**src/rtl/turf_pkg.sv**
```systemverilog
// Shared constants, colour decode and state encoding for the playfield scanner.
// Address packing matches the RAM writer's {x, y} layout.
package turf_pkg;

  localparam int X_CELLS = 160;
  localparam int Y_CELLS = 120;
  localparam int X_W     = 8;
  localparam int Y_W     = 7;
  localparam int ADDR_W  = 15;
  localparam int COL_W   = 3;

  // 101..111 are drawable but belong to nobody
  localparam logic [COL_W-1:0] COL_EMPTY = 3'b000;
  localparam logic [COL_W-1:0] COL_P1    = 3'b001;
  localparam logic [COL_W-1:0] COL_P2    = 3'b010;
  localparam logic [COL_W-1:0] COL_P3    = 3'b011;
  localparam logic [COL_W-1:0] COL_P4    = 3'b100;

  typedef enum logic [1:0] {
    IDLE  = 2'd0,
    SCAN  = 2'd1,
    DRAIN = 2'd2,
    DONE  = 2'd3
  } state_e;

  function automatic logic [ADDR_W-1:0] pack_addr(input logic [X_W-1:0] x,
                                                  input logic [Y_W-1:0] y);
    return {x, y};
  endfunction

endpackage

```
**src/rtl/turf_scanner_if.sv**
```systemverilog
// Playfield RAM read port plus VGA adapter plot port seen by the scanner.
// master = scanner side, slave = RAM arbiter / VGA adapter side.
interface turf_scanner_if;
  import turf_pkg::*;

  logic              rd_req;
  logic              rd_gnt;
  logic [ADDR_W-1:0] rd_address;
  logic [COL_W-1:0]  q;
  logic [X_W-1:0]    vga_x;
  logic [Y_W-1:0]    vga_y;
  logic [COL_W-1:0]  vga_colour;
  logic              vga_plot;

  modport master (
    output rd_req, rd_address, vga_x, vga_y, vga_colour, vga_plot,
    input  rd_gnt, q
  );

  modport slave (
    input  rd_req, rd_address, vga_x, vga_y, vga_colour, vga_plot,
    output rd_gnt, q
  );

endinterface

```
**src/rtl/turf_tally.sv**
```systemverilog
// Per-player cell counters; a counted cell is visible one cycle after inc_vld.
// latch copies running counts to the score outputs and restarts the tally.
module turf_tally #(
  parameter int SCORE_W = 15
) (
  input  logic               CLOCK_50,
  input  logic               reset,
  input  logic               inc_vld,
  input  logic [2:0]         colour,
  input  logic               latch,
  output logic [SCORE_W-1:0] score_p1,
  output logic [SCORE_W-1:0] score_p2,
  output logic [SCORE_W-1:0] score_p3,
  output logic [SCORE_W-1:0] score_p4
);
  import turf_pkg::*;

  logic [SCORE_W-1:0] run_p1, run_p2, run_p3, run_p4;

  always_ff @(posedge CLOCK_50) begin
    if (reset) begin
      run_p1   <= '0;
      run_p2   <= '0;
      run_p3   <= '0;
      run_p4   <= '0;
      score_p1 <= '0;
      score_p2 <= '0;
      score_p3 <= '0;
      score_p4 <= '0;
    end else if (latch) begin
      score_p1 <= run_p1;
      score_p2 <= run_p2;
      score_p3 <= run_p3;
      score_p4 <= run_p4;
      run_p1   <= '0;
      run_p2   <= '0;
      run_p3   <= '0;
      run_p4   <= '0;
    end else if (inc_vld) begin
      case (colour)
        COL_P1:  run_p1 <= run_p1 + SCORE_W'(1);
        COL_P2:  run_p2 <= run_p2 + SCORE_W'(1);
        COL_P3:  run_p3 <= run_p3 + SCORE_W'(1);
        COL_P4:  run_p4 <= run_p4 + SCORE_W'(1);
        default: ;
      endcase
    end
  end

endmodule

```
**src/rtl/turf_scanner.sv**
```systemverilog
// Sweeps the playfield RAM once per start, plotting every cell one cycle after its granted read.
// Stalls on rd_gnt=0 (address held, no plot); start is ignored while busy.
module turf_scanner #(
  parameter int X_CELLS = 160,
  parameter int Y_CELLS = 120,
  parameter int SCORE_W = 15
) (
  input  logic               CLOCK_50,
  input  logic               reset,
  input  logic               start,
  turf_scanner_if.master     scan,
  output logic               busy,
  output logic [SCORE_W-1:0] score_p1,
  output logic [SCORE_W-1:0] score_p2,
  output logic [SCORE_W-1:0] score_p3,
  output logic [SCORE_W-1:0] score_p4,
  output logic               score_valid
);
  import turf_pkg::*;

  state_e         state, state_nxt;
  logic [X_W-1:0] x, plot_x;
  logic [Y_W-1:0] y, plot_y;
  logic           plot_pend;
  logic           grant;
  logic           x_last;
  logic           last_cell;

  // A grant only counts while we are actually requesting.
  assign grant     = (state == SCAN) && scan.rd_gnt;
  assign x_last    = (x == X_W'(X_CELLS - 1));
  assign last_cell = x_last && (y == Y_W'(Y_CELLS - 1));

  always_ff @(posedge CLOCK_50) begin
    if (reset) state <= IDLE;
    else       state <= state_nxt;
  end

  always_comb begin
    state_nxt = state;
    case (state)
      IDLE:    if (start) state_nxt = SCAN;
      SCAN:    if (grant && last_cell) state_nxt = DRAIN;
      DRAIN:   state_nxt = DONE;
      DONE:    state_nxt = IDLE;
      default: state_nxt = IDLE;
    endcase
  end

  always_comb begin
    scan.rd_req     = (state == SCAN);
    scan.rd_address = pack_addr(x, y);
    busy            = (state != IDLE);
    score_valid     = (state == DONE);
    scan.vga_x      = plot_x;
    scan.vga_y      = plot_y;
    scan.vga_plot   = plot_pend;
    scan.vga_colour = plot_pend ? scan.q : COL_EMPTY;
  end

  always_ff @(posedge CLOCK_50) begin
    if (reset) begin
      x <= '0;
      y <= '0;
    end else if (state == IDLE && start) begin
      x <= '0;
      y <= '0;
    end else if (grant) begin
      if (x_last) begin
        x <= '0;
        y <= last_cell ? '0 : y + Y_W'(1);
      end else begin
        x <= x + X_W'(1);
      end
    end
  end

  // Coordinates travel alongside the read so they line up with q.
  always_ff @(posedge CLOCK_50) begin
    if (reset) begin
      plot_pend <= 1'b0;
      plot_x    <= '0;
      plot_y    <= '0;
    end else begin
      plot_pend <= grant;
      if (grant) begin
        plot_x <= x;
        plot_y <= y;
      end
    end
  end

  turf_tally #(.SCORE_W(SCORE_W)) u_tally (
    .CLOCK_50 (CLOCK_50),
    .reset    (reset),
    .inc_vld  (plot_pend),
    .colour   (scan.q),
    .latch    (state == DONE),
    .score_p1 (score_p1),
    .score_p2 (score_p2),
    .score_p3 (score_p3),
    .score_p4 (score_p4)
  );

endmodule

```
**src/flat_wrapper.sv**
```systemverilog
// flat-port wrapper written by rule: the top's interface ports become plain ports
module turf_scanner_flat import turf_pkg::*;
#(
  parameter int X_CELLS = 160,
  parameter int Y_CELLS = 120,
  parameter int SCORE_W = 15
)
  (CLOCK_50, reset, start, busy, score_p1, score_p2, score_p3, score_p4, score_valid, scan_rd_req, scan_rd_address, scan_vga_x, scan_vga_y, scan_vga_colour, scan_vga_plot, scan_rd_gnt, scan_q);
  turf_scanner_if scan_i ();
  input  logic CLOCK_50;
  input  logic reset;
  input  logic start;
  output logic busy;
  output logic [SCORE_W-1:0] score_p1;
  output logic [SCORE_W-1:0] score_p2;
  output logic [SCORE_W-1:0] score_p3;
  output logic [SCORE_W-1:0] score_p4;
  output logic score_valid;
  output wire logic [$bits(scan_i.rd_req)-1:0] scan_rd_req;
  output wire logic [$bits(scan_i.rd_address)-1:0] scan_rd_address;
  output wire logic [$bits(scan_i.vga_x)-1:0] scan_vga_x;
  output wire logic [$bits(scan_i.vga_y)-1:0] scan_vga_y;
  output wire logic [$bits(scan_i.vga_colour)-1:0] scan_vga_colour;
  output wire logic [$bits(scan_i.vga_plot)-1:0] scan_vga_plot;
  input wire logic [$bits(scan_i.rd_gnt)-1:0] scan_rd_gnt;
  input wire logic [$bits(scan_i.q)-1:0] scan_q;
  assign scan_rd_req = scan_i.rd_req;
  assign scan_rd_address = scan_i.rd_address;
  assign scan_vga_x = scan_i.vga_x;
  assign scan_vga_y = scan_i.vga_y;
  assign scan_vga_colour = scan_i.vga_colour;
  assign scan_vga_plot = scan_i.vga_plot;
  assign scan_i.rd_gnt = scan_rd_gnt;
  assign scan_i.q = scan_q;
  turf_scanner #(.X_CELLS(X_CELLS), .Y_CELLS(Y_CELLS), .SCORE_W(SCORE_W)) u_core (.CLOCK_50(CLOCK_50), .reset(reset), .start(start), .scan(scan_i), .busy(busy), .score_p1(score_p1), .score_p2(score_p2), .score_p3(score_p3), .score_p4(score_p4), .score_valid(score_valid));
endmodule
```
**config.mk**
```make
export PLATFORM = sky130hd
export DESIGN_NAME = turf_scanner_flat
export DESIGN_NICKNAME = d
export VERILOG_FILES = /design/src/rtl/turf_pkg.sv /design/src/rtl/turf_scanner_if.sv /design/src/rtl/turf_tally.sv /design/src/rtl/turf_scanner.sv /design/src/flat_wrapper.sv
export SDC_FILE = /design/constraint.sdc
export NUM_CORES = 1
export LEC_CHECK = 0
export ABC_CLOCK_PERIOD_IN_PS = 1750
export BUFFER_PORTS_ARGS = -buffer_cell sky130_fd_sc_hd__buf_2
export CAP_MARGIN = 20
export CORE_ASPECT_RATIO = 1.5
export CORE_MARGIN = 5
export CORE_UTILIZATION = 40
export DETAILED_ROUTE_END_ITERATION = 8
export PLACE_DENSITY = 0.63
export SLEW_MARGIN = 10
export SYNTH_ARGS = -nofsm -noshare
export SYNTH_HDL_FRONTEND = slang
export SYNTH_SLANG_ARGS = --single-unit
```
**constraint.sdc**
```tcl
create_clock -name CLOCK_50 -period 1.75 [get_ports CLOCK_50]
set_input_delay 0.175 -clock CLOCK_50 [delete_from_list [all_inputs] [get_ports CLOCK_50]]
set_output_delay 0.175 -clock CLOCK_50 [all_outputs]
set_load 0.01 [all_outputs]
```
==> Word-level counts from Yosys, hierarchy flattened <==
Cells that the tools add are included.
{ "word_totals": {"register_bits": 153, "in_bits": 7, "out_inout_bits": 97} }
{ "op_classes": {"add_sub_neg": 6, "eq_ne": 11, "n_mux": 6, "n_reduce_logical": 14} }
{ "ops": {"columns": ["cell", "n"], "rows": [
  ["adder 15 x 1 -> 15 bit, second input constant", 4],
  ["AND reduction 2 bit", 6],
  ["adder 8 x 1 -> 8 bit, second input constant", 1],
  ["equality test 8 bit, second input constant", 1],
  ["2-to-1 mux 8 bit", 1],
  ["case mux 2 bit (4 select lines)", 1],
  ["adder 7 x 1 -> 7 bit, second input constant", 1],
  ["equality test 7 bit, second input constant", 1],
  ["2-to-1 mux 7 bit", 1],
  ["equality test 3 x 2 -> 1 bit, second input constant", 2],
  ["equality test 2 bit, second input constant", 2],
  ["logical AND 1 bit", 4],
  ["2-to-1 mux 2 bit", 2],
  ["OR reduction 2 bit", 2],
  ["equality test 3 x 1 -> 1 bit, second input constant", 1],
  ["equality test 3 bit, second input constant", 1],
  ["2-to-1 mux 3 bit", 1],
  ["equality test 2 x 1 -> 1 bit, second input constant", 1],
  ["zero test 2 bit", 1],
  ["!= test 2 x 1 -> 1 bit, second input constant", 1],
  ["!= test 2 bit, second input constant", 1],
  ["nonzero test 2 bit", 1]
]} }

==> Longest topological paths before layout <==
{ "logic_depth": {"depth_word": 5, "ltp_mapped": 7, "ltp_nobuf": 6} }

==> Hierarchy <==
A second synthesis with hierarchy kept.
{ "unflattened": {"cells_unflattened": 684, "area_unflattened_um2": 6408.6} }
{ "modules_own_cells": {"columns": ["mod", "n_inst", "cells_per_inst", "area_per_inst_um2"], "rows": [
  ["turf_tally", 1, 505, 4878.4],
  ["turf_scanner", 1, 179, 1530.2]
]} }

==> Worst setup path after synthesis <==
No wires, ideal clock.
{ "synth_timing": {"kind": "reg2reg", "startpoint": "reg u_core.plot_pend, in the netlist u_core.scan.vga_plot", "endpoint": "reg u_core.u_tally.run_p3[13]", "setup_time_ns": 0.070, "t_arrival_ns": 1.800, "required_ns": 1.680, "path_slack_ns": -0.120, "path_stages_with_launch": 6, "synth_period_minus_slack_ns": 1.870, "cell_sequence": "dfxtp_1 > buf_2 > nand4b_2 > or4_1 > or3_1 > a21oi_1"} }
{ "synth_between": {"elab_chain_cells": 1} }
{ "synth_rtl": {"columns": ["element", "line_no", "rtl"], "rows": [
  ["from (decl)", "turf_scanner.sv:24", "logic plot_pend;"],
  ["from (signal assigned)", "turf_scanner.sv:85", "plot_pend <= grant;"],
  ["AND reduction 2 bit (no source line)", null, null],
  ["to (signal assigned)", "turf_tally.sv:43", "COL_P3: run_p3 <= run_p3 + SCORE_W'(1);"],
  ["to (decl)", "turf_tally.sv:18", "logic [SCORE_W-1:0] run_p1, run_p2, run_p3, run_p4;"]
]} }
Every way passes these cells.
A chain may end at the register's enable or synchronous reset.

==> Worst setup path after layout <==
{ "layout_timing": {"startpoint": "reg u_core.u_tally.run_p1[1]", "endpoint": "reg u_core.u_tally.run_p1[10]"} }
{ "layout_between": {"elab_chain_cells": 1} }
{ "layout_rtl": {"columns": ["element", "line_no", "rtl"], "rows": [
  ["from (decl)", "turf_tally.sv:18", null],
  ["from (signal assigned)", "turf_tally.sv:41", "COL_P1: run_p1 <= run_p1 + SCORE_W'(1);"],
  ["adder 15 x 1 -> 15 bit", "turf_tally.sv:41", null]
]} }
Every way passes these cells.

==> results.toml <==
[clock_network]
clock_path_buffers = 2
cts_sinks = 153
cts_made_buffers = 17
cts_tree = "yes"
insertion_delay_ns = 0.42
cts_root_buf = "clkbuf_16"
htreeDepth = 4
cts.clk_slew.worst_paths_ns = 0.06

[synthesis]
syn_area_per_cell_um2 = 9.08
synth_nets = 715
synth_ff_type = "dfxtp_1"
netlist_instances = 697
synth-seq-cells = 153
synth_cell_types = 47
async_reset_ff_frac = 0
yosysWarnings = 0
synth_edf_count = 0
syn_area_mm2 = 0.00633
seq_area_frac_synth = 0.484

[placement]
finalWeightedCongestion = 0.810
dp_hpwl_um = 10600
pre_cts_ws_ns = -0.0709
io_buffer_count = 103

[outcome]
status = "completed"

[grt]
grt_pass1_vias = 5226
grt_max_degree = 54
met1_usage = 0.189
grt_util_met3 = 0.0575
grt_pass1_wl_um = 24800
gr-usage-met2 = 0.283
grt-ovfl-total = 0
top_usage_layer = "met2"
grt_util_all_layers = 0.164
antenna_found_initial = 0

[finish]
fillers = 1443
antenna_cells = 0
nets = 868
syn2layout_area_growth_pct = 28.4
regArea_mm2 = 0.00307
final_layout_size_suffix_gt1_frac = 0.264
multi_input_area_mm2 = 0.00316

[sta]
rsz0062_at_grt = "true"
setup_viol = 0
hold_slack_ns = 0.137
final.setup.tns_ns = 0
fmax_ghz = 0.585
tightest_slew_ns = 0.555
finalHoldViolCount = 0
slew_viol_final = 0
fin_crit_ns = 1.71
maxSlewHeadroom = 0.630
finalCritPeriodShare = 0.976
skew_ns = 0.00866
setup_slack_ns = 0.0420

[critical_path]
worstSetupStartpointType = "flip-flop"
crit_path_max_fanout = 5
critPathKind = "flip-flop to flip-flop"
critPathCaptureType = "flip-flop"
critPathRequiredTime_ns = 2.10
critical_path_arrival_ns = 2.05

[hold_path]
worstHoldPathType = "input port to flip-flop"

[floorplan]
die_area_mm2 = 0.0185
io_pins = 104
die_x_um = 113
core_area_mm2 = 0.0156
num_rows = 56
die_y_um = 164
start_util = 0.405

[routing]
ant_nets = 0
vias = 5315
drc_errors = 0
first_iter_violations = 216
wl_per_cell_um = 13.9
wl_um = 14800
via_per_inst = 4.99
first_pass_iters = 4

[power_and_ir_drop]
peakVddDrop_v = 0.000656
powerDensity_mw_per_mm2 = 962
power.leakage_nw = 3.22
finalPower_mw = 7.82

[job]
cap_violations = 0
## routing by layer
| layer | routed length (um) | up-vias |
|---|---|---|
| li1 | - | 2730 |
| met1 | 6290 | 2451 |
| met2 | 7390 | 115 |
| met3 | 843 | 19 |
| met4 | 255 | 0 |
| met5 | 0 | - |
## cell families (layout without fill, tap and decap cells)
family                   count (synthesis)  after routing  synth area share
AND/OR/NAND/NOR                        305            305             0.238
flip-flops                             153            153             0.484
AO/OA/AOI/OAI                           78             78            0.0710
multiplexers                            63             63            0.0996
buffers and inverters                   47            213            0.0299
XOR/XNOR                                40             40            0.0554
adder cells (fa/ha/maj)                 11             11            0.0217
## layout by cell type (no fill, tap or decap), types with 4 or more instances in the layout
| cell type | instances |
|---|---|
| nor4_1 | 6 |
| nor2_1 | 109 |
| and4_1 | 6 |
| xnor2_1 | 24 |
| a31o_2 | 4 |
| nand3_1 | 23 |
| and2_1 | 5 |
| clkinvlp_4 | 4 |
| clkinv_2 | 5 |
| dfxtp_1 | 146 |
| nand2_1 | 73 |
| nand4_1 | 15 |
| xor2_1 | 16 |
| buf_4 | 63 |
| inv_1 | 13 |
| mux2i_1 | 63 |
| ha_1 | 9 |
| nor3_1 | 16 |
| buf_2 | 102 |
| a21oi_1 | 41 |
| clkbuf_16 | 17 |
| dfxtp_2 | 6 |
| or3_1 | 18 |
| o21ai_0 | 15 |
## synthesized netlist by cell type (5+ instances only)
cell type,number,area [um2]
or3_1,20,125
nand3_1,23,115
or4_1,6,45.0
mux2i_1,63,631
o21ai_0,16,80.1
nor4_1,6,37.5
buf_1,5,18.8
nor3_1,16,80.1
and4_1,6,52.6
xor2_1,16,140
dfxtp_1,153,3060
ha_1,11,138
nand2_1,74,278
xnor2_1,24,210
a21oi_1,43,215
inv_1,13,48.8
clkbuf_1,24,90.1
nand4_1,15,93.8
nor2_1,109,409
and2_1,5,31.3
## worst max-delay path, stage by stage, from the launching register on
cell and delay, ns:
dfxtp_2 0.35, ha_4 0.14, nand2_2 0.06, or4_4 0.57, or3_4 0.39, a21oi_2 0.12
## area by class of cell
cell class,count,area share
clock buffer,20,0.0550
multi-input combinational,497,0.390
clock inverter,12,0.0126
timing repair buffer,168,0.127
tap,203,0.0313
sequential,153,0.378
inverter,13,0.00601
## metrics by stage
stage	area (um2)	util	std cells
after global placement	7470	0.478	1031
after floorplan	6360	-	697
final	8120	0.520	1066
after detailed placement	7470	0.478	1031
after CTS	8040	0.514	1064
after global routing	8120	0.520	1066
## worst paths after layout
| check | startpoint | slack, ns | cells after the start | endpoint |
|---|---|---|---|---|
| worst max-delay path | u_core.u_tally.run_p1[1] | 0.04 | 5 | u_core.u_tally.run_p1[10] |
| worst min-delay path | start | 0.14 | 3 | u_core.state[1] |
| worst max register to register | u_core.u_tally.run_p1[1] | 0.04 | 5 | u_core.u_tally.run_p1[10] |
| worst min register to register | u_core.scan.vga_y[4] | 0.45 | 2 | u_core.scan.vga_y[4] |
## where the power goes
part	switching, mW	internal [mW]
sequential	0.0327	3.51
combinational	0.513	0.356
clock	1.42	1.98
## what timing repair did
item / in CTS / in global routing
hold buffers: 1 / 0
setup buffers: 0 / 2
gates resized for setup: 2 / 19
pin swaps: 0 / 5
hold endpoints to repair: 1 / 0
setup endpoints to repair: 7 / 15
## sequential cells by signal, indices dropped and copies added (netlist names)
signal	count
u_core.u_tally.run_p2	15
u_core.state	2
u_core.u_tally.score_p3	15
u_core.x	8
u_core.scan.vga_x	8
u_core.u_tally.score_p1	15
u_core.u_tally.score_p2	15
u_core.y	7
u_core.scan.vga_y	7
u_core.scan.vga_plot	1
u_core.u_tally.run_p4	15
u_core.u_tally.run_p1	15
u_core.u_tally.score_p4	15
u_core.u_tally.run_p3	15
(Power assumes the default switching activity.)
